[config.mk]
export PLATFORM = sky130hd
export DESIGN_NAME = full_ctrl_flat
export DESIGN_NICKNAME = d
export VERILOG_FILES = /design/src/rtl/full_ctrl_pkg.sv /design/src/rtl/full_ctrl_if.sv /design/src/rtl/full_ctrl_delay_line.sv /design/src/rtl/full_ctrl.sv /design/src/flat_wrapper.sv
export SDC_FILE = /design/constraint.sdc
export NUM_CORES = 1
export LEC_CHECK = 0
export CAP_MARGIN = 10
export CORE_MARGIN = 5
export CORE_UTILIZATION = 42
export CTS_BUF_LIST = sky130_fd_sc_hd__clkbuf_16
export DETAILED_ROUTE_END_ITERATION = 6
export GPL_ROUTABILITY_DRIVEN = 1
export PLACE_DENSITY = 0.66
export SLEW_MARGIN = 30
export SYNTH_ARGS = -nofsm -noshare
export SYNTH_HDL_FRONTEND = slang
export SYNTH_SLANG_ARGS = --single-unit
[constraint.sdc]
create_clock -name clk -period 2.05 [get_ports clk]
set_input_delay 0.41 -clock clk [delete_from_list [all_inputs] [get_ports clk]]
set_output_delay 0.41 -clock clk [all_outputs]
set_load 0.02 [all_outputs]
[src/rtl/full_ctrl_pkg.sv]
// full_ctrl shared definitions: MAC pipeline depth and
// the controller state encoding used by the MAC-lane controllers.
package full_ctrl_pkg;

  localparam int MAC_LAT = 3;

  typedef enum logic [1:0] {
    IDLE  = 2'd0,
    ISSUE = 2'd1,
    DRAIN = 2'd2,
    OUT   = 2'd3
  } state_t;

  function automatic int line_depth(input int rdlat);
    return rdlat + MAC_LAT;
  endfunction

endpackage

[src/rtl/full_ctrl_if.sv]
// full_ctrl job/buffer/MAC strobe bundle.
// slave = controller side; master = job issuer / observer side.
interface full_ctrl_if #(
  parameter int AWIDTH = 10
);
  logic              start;
  logic [AWIDTH:0]   len;
  logic              busy;
  logic [AWIDTH-1:0] addr;
  logic              rd_en;
  logic              bias_sel;
  logic              mac_reset;
  logic              mac_accum_we;
  logic              mac_out_en;
  logic              done;

  modport slave (
    input  start, len,
    output busy, addr, rd_en, bias_sel,
    output mac_reset, mac_accum_we,
    output mac_out_en, done
  );

  modport master (
    output start, len,
    input  busy, addr, rd_en, bias_sel,
    input  mac_reset, mac_accum_we,
    input  mac_out_en, done
  );
endinterface

[src/rtl/full_ctrl_delay_line.sv]
// delay_line: DEPTH-stage shift line of WIDTH-bit strobes.
// Ports: clk, reset, din -> dout; empty_next = line empty after this edge.
module delay_line #(
  parameter int WIDTH = 1,
  parameter int DEPTH = 1
) (
  input  logic             clk,
  input  logic             reset,
  input  logic [WIDTH-1:0] din,
  output logic [WIDTH-1:0] dout,
  output logic             empty_next
);

  if (DEPTH == 0) begin : g_wire
    assign dout       = din;
    assign empty_next = 1'b1;
  end else begin : g_sr
    logic [WIDTH-1:0] sr [DEPTH];

    always_ff @(posedge clk) begin
      if (reset) begin
        for (int i = 0; i < DEPTH; i++)
          sr[i] <= '0;
      end else begin
        sr[0] <= din;
        for (int i = 1; i < DEPTH; i++)
          sr[i] <= sr[i-1];
      end
    end

    assign dout = sr[DEPTH-1];

    // Contents after the edge are din plus all stages but the tail.
    always_comb begin
      empty_next = (din == '0);
      for (int i = 0; i < DEPTH - 1; i++)
        if (sr[i] != '0) empty_next = 1'b0;
    end
  end

endmodule

[src/rtl/full_ctrl.sv]
// full_ctrl: address/strobe sequencer for the `full` MAC lane.
// Ports: clk, xrst (sync, active-high), bus (full_ctrl_if.slave).
// Option: FULL_CTRL_BIAS_EN appends a bias_sel cycle after the last element.
module full_ctrl
  import full_ctrl_pkg::*;
#(
  parameter int AWIDTH = 10,
  parameter int RDLAT  = 1
) (
  input logic        clk,
  input logic        xrst,
  full_ctrl_if.slave bus
);

`ifdef FULL_CTRL_BIAS_EN
  localparam bit BIAS_EN = 1'b1;
`else
  localparam bit BIAS_EN = 1'b0;
`endif

  localparam logic [AWIDTH:0] ONE = 1;

  state_t          state, state_n;
  logic [AWIDTH:0] cnt;
  logic [AWIDTH:0] len_q;
  logic            out2;
  logic            last;
  logic            rd_now;
  logic            bias_now;
  logic [1:0]      tail;
  logic            line_empty;

  // With the bias cycle, ISSUE runs one step past N-1.
  assign last = BIAS_EN ? (cnt == len_q)
                        : ((cnt + ONE) == len_q);
  assign rd_now   = (state == ISSUE) && (cnt < len_q);
  assign bias_now = BIAS_EN && (state == ISSUE)
                    && (cnt == len_q);

  delay_line #(
    .WIDTH (2),
    .DEPTH (line_depth(RDLAT))
  ) u_line (
    .clk        (clk),
    .reset      (xrst),
    .din        ({bias_now, rd_now}),
    .dout       (tail),
    .empty_next (line_empty)
  );

  always_ff @(posedge clk) begin
    if (xrst) begin
      state <= IDLE;
      cnt   <= '0;
      len_q <= '0;
      out2  <= 1'b0;
    end else begin
      state <= state_n;
      out2  <= (state == OUT) && !out2;
      if (state == IDLE && bus.start) begin
        len_q <= bus.len;
        cnt   <= '0;
      end else if (state == ISSUE) begin
        cnt <= cnt + ONE;
      end
    end
  end

  always_comb begin
    state_n = state;
    unique case (state)
      IDLE:
        if (bus.start)
          state_n = (BIAS_EN || bus.len != '0)
                    ? ISSUE : DRAIN;
      ISSUE: if (last) state_n = DRAIN;
      DRAIN: if (line_empty) state_n = OUT;
      OUT:   if (out2) state_n = IDLE;
    endcase
  end

  always_comb begin
    bus.busy         = (state != IDLE);
    bus.rd_en        = rd_now;
    bus.addr         = rd_now ? cnt[AWIDTH-1:0] : '0;
    bus.bias_sel     = bias_now;
    bus.mac_reset    = (state == IDLE) && bus.start
                       && !xrst;
    bus.mac_accum_we = |tail;
    bus.mac_out_en   = (state == OUT) && !out2;
    bus.done         = (state == OUT) && out2;
  end

endmodule

[src/flat_wrapper.sv]
// flat-port wrapper written by rule: the top's interface ports become plain ports
module full_ctrl_flat import full_ctrl_pkg::*;
#(
  parameter int AWIDTH = 10,
  parameter int RDLAT  = 1
)
  (clk, xrst, bus_start, bus_len, bus_busy, bus_addr, bus_rd_en, bus_bias_sel, bus_mac_reset, bus_mac_accum_we, bus_mac_out_en, bus_done);
  full_ctrl_if #(.AWIDTH(AWIDTH)) bus_i ();
  input logic clk;
  input logic xrst;
  input wire logic [$bits(bus_i.start)-1:0] bus_start;
  input wire logic [$bits(bus_i.len)-1:0] bus_len;
  output wire logic [$bits(bus_i.busy)-1:0] bus_busy;
  output wire logic [$bits(bus_i.addr)-1:0] bus_addr;
  output wire logic [$bits(bus_i.rd_en)-1:0] bus_rd_en;
  output wire logic [$bits(bus_i.bias_sel)-1:0] bus_bias_sel;
  output wire logic [$bits(bus_i.mac_reset)-1:0] bus_mac_reset;
  output wire logic [$bits(bus_i.mac_accum_we)-1:0] bus_mac_accum_we;
  output wire logic [$bits(bus_i.mac_out_en)-1:0] bus_mac_out_en;
  output wire logic [$bits(bus_i.done)-1:0] bus_done;
  assign bus_i.start = bus_start;
  assign bus_i.len = bus_len;
  assign bus_busy = bus_i.busy;
  assign bus_addr = bus_i.addr;
  assign bus_rd_en = bus_i.rd_en;
  assign bus_bias_sel = bus_i.bias_sel;
  assign bus_mac_reset = bus_i.mac_reset;
  assign bus_mac_accum_we = bus_i.mac_accum_we;
  assign bus_mac_out_en = bus_i.mac_out_en;
  assign bus_done = bus_i.done;
  full_ctrl #(.AWIDTH(AWIDTH), .RDLAT(RDLAT)) u_core (.clk(clk), .xrst(xrst), .bus(bus_i));
endmodule
==> results_dict.tcl <==
set metrics [dict create \
    row_count 24 \
    gp_congestion 0.830 \
    grt_pass1_wl_um 8470 \
    outcome "finished, violations left" \
    fin_hold_ws_ps 464 \
    syn_inst 227 \
    ir_worst_vdd_mv 0.514 \
    cts_buffers 5 \
    grtUsageTotal_pct 17.9 \
    leakagePower_nw 1.20 \
    p_comb_share_pct 40.6 \
    htreeDepth 2 \
    drive_above_1_share_pct 35.5 \
    yosysSeqAreaShare_pct 31.3 \
    worstPathMaxFanout 3 \
    criticalPathCategory "flop to flop" \
    hp-class "flop to flop" \
    clockPowerShare_pct 30.9 \
    start_util_pct 42.9 \
    synth_area_um2 1860 \
    dp_cells 343 \
    holdCritStartpoint "u_core.out2$_SDFF_PP0_" \
    cts_root_buffer "clkbuf_16" \
    rsz0062_at_grt "yes" \
    fillers 376 \
    r2r_start "u_core.len_q[8]$_SDFFE_PP0P_" \
    synthArstFlopShare_pct 0 \
    p_sw_mw 0.770 \
    setup_slack_ps -377 \
    cp-start-kind "flop" \
    cts_buffer_depth 2 \
    synth-edff-count 0 \
    crit_chain "inv_2, ha_4, buf_6, nand4_1, a211oi_2, a211oi_2, buf_4, buf_6, o41a_4, nor4_4, mux2_4" \
    antenna_found_initial 0 \
    synth_top_area_cell "dfxtp_1" \
    syn_avg_cell_area_um2 8.18 \
    total_power_mw 2.33 \
    yosys_most_used_dff "dfxtp_1" \
    place_ws_ps -580 \
    drc 0 \
    synth_nets 258 \
    firstDrtPassIters 4 \
    skew_ps 4.05 \
    die_w_um 76.5 \
    io_pins 31 \
    multi_input_area_um2 1310 \
    finalNonFillerCells 353 \
    critPathSlowestCell "o41a_4" \
    ant_nets 0 \
    yosys_warnings 0 \
    hold_viol 0 \
    synth_cell_types 43 \
    final_cell_area_um2 2840 \
    fmax_mhz 412 \
    dieHeight_um 76.5 \
    cts_tree "done" \
    clock-sinks 29 \
    violations "negative setup slack" \
    synth_most_common_cell "dfxtp_1" \
    areaGrowthSynthToFinish_pct 53.0 \
    cap_viol_max_count 0 \
    via_per_inst 5.04 \
    setup_viol_count_final 13 \
    p_int_mw 1.56 \
    grt_pass1_vias 1816 \
    cp.required_ps 2210 \
    p_sw_share_pct 33.1 \
    drtIter0Drc 93 \
    power_density_nw_per_um2 819 \
    diodes 0 \
    gr-total-overflow 0 \
    fin_crit_ps 2430 \
    slowest_delay_ps 350 \
    io_buffers 29 \
    worstSetupStartpoint "u_core.len_q[8]$_SDFFE_PP0P_" \
    cp.arrival_ps 2590 \
    path_clk_slew_ps 50 \
    coreArea_um2 4320 \
    grt_max_degree 22 \
    synth-seq-cells 29 \
    regArea_um2 591 \
    slew_violations 0 \
    netlist_top_cells_area "dfxtp_1 (31%), ha_1 (11%), xnor2_1 (5.7%)" \
    clk_latency_ps 280 \
    dieArea_um2 5850 \
    dp_hpwl_um 3750 \
    post_drt_wl_per_cell_um 14.2 \
    dpl-instance-area_um2 2550 \
    finalCoreUtilization_pct 65.7 \
    final_nets 331 \
    yosysTopAreaCellShare_pct 31.3 \
    period_share_pct 118 \
    vias 1779 \
    critPathCaptureType "flop" \
    synth_common_cells "dfxtp_1 (29), nand2_1 (21), ha_1 (17), inv_1 (17)" \
    totalWireLength_um 5030 \
    p_seq_share_pct 28.4 \
    setup_tns_ps -4260 \
]
==> worst max-delay path: cells and delay by family, from the launching register on <==
family                     cells  cell delay, ps
adders and majority gates      1             260
buffers and inverters          4             390
DFF                            1             330
muxes                          1             330
AOI/OAI and AO/OA              3             670
and+or+nand+nor                2             330
==> area by class of cell <==
cell class	count	area share [%]
Timing Repair Buffer	78	23.3
Inverter	17	2.25
Multi-Input combinational cell	169	46.1
Clock buffer	5	4.40
Sequential cell	29	20.8
Clock inverter	3	0.793
Tap cell	52	2.29
==> path summary, 6_finish.rpt <==
path / slack (ps) / endpoint / depth (start not counted)
worst max-delay path: -380 / u_core.state[1]$_SDFFE_PP0P_ / 11
worst min-delay path: 460 / u_core.out2$_SDFF_PP0_ / 1
worst max register to register: -380 / u_core.state[1]$_SDFFE_PP0P_ / 11
worst min register to register: 460 / u_core.out2$_SDFF_PP0_ / 1
==> registers in the layout, summed over array words and instances (netlist names) <==
| name | cells |
|---|---|
| u_core.len_q | 11 |
| u_core.state | 2 |
| u_core.out2 | 1 |
| u_core.u_line.g_sr.sr | 4 |
| u_core.cnt | 11 |
==> cells in the final DEF, fill, tap and decap left out, types with 5 or more instances in the layout <==
cell type	n
ha_1	10
xnor2_1	12
nor2_1	16
inv_1	15
nor2b_1	5
ha_4	7
nand4_1	6
nor3_1	6
nand2_1	21
dfxtp_1	21
dfxtp_2	8
buf_6	10
and2_4	7
o21ai_0	14
clkbuf_16	5
xor2_1	7
buf_4	46
clkdlybuf4s50_1	14
a21oi_1	7
==> power by group through the flow <==
stage	sequential [mW]	clock, mW	combinational, mW
after floorplan	0.679	0	0.500
after global placement	0.666	0	0.861
after detailed placement	0.669	0	0.869
after CTS	0.660	0.734	0.939
after global routing	0.671	0.764	1.04
final	0.662	0.720	0.946
==> cell families (layout without fill, tap and decap cells) <==
kind of cell | after synthesis | after routing | share of synthesized area, %
AOI/OAI and AO/OA | 42 | 42 | 14.1
xor gates and xnor gates | 19 | 19 | 8.96
adders and majority gates | 17 | 17 | 11.5
buffers and inverters | 29 | 103 | 6.33
DFF | 29 | 29 | 31.3
muxes | 3 | 3 | 1.75
other | 1 | 1 | 0.202
and+or+nand+nor | 87 | 87 | 25.9
==> routing by layer <==
metal / share of wire (%) / wire, um / up-vias / global-route usage (%)
met1: 45 / 2240 / 814 / 22.2
met3: 3.3 / 168 / 12 / 3.66
met2: 50 / 2490 / 32 / 29.5
li1: - / - / 921 / -
met5: 0 / 0 / - / 0
met4: 2.4 / 122 / 0 / 7.87
==> repair_timing <==
action,CTS,global route
pin swaps,11,0
hold buffers,0,0
setup endpoints to repair,16,14
gates cloned,1,0
resized for setup,88,5
setup buffers,1,0
No activity file was read; power rests on OpenSTA's default activity.
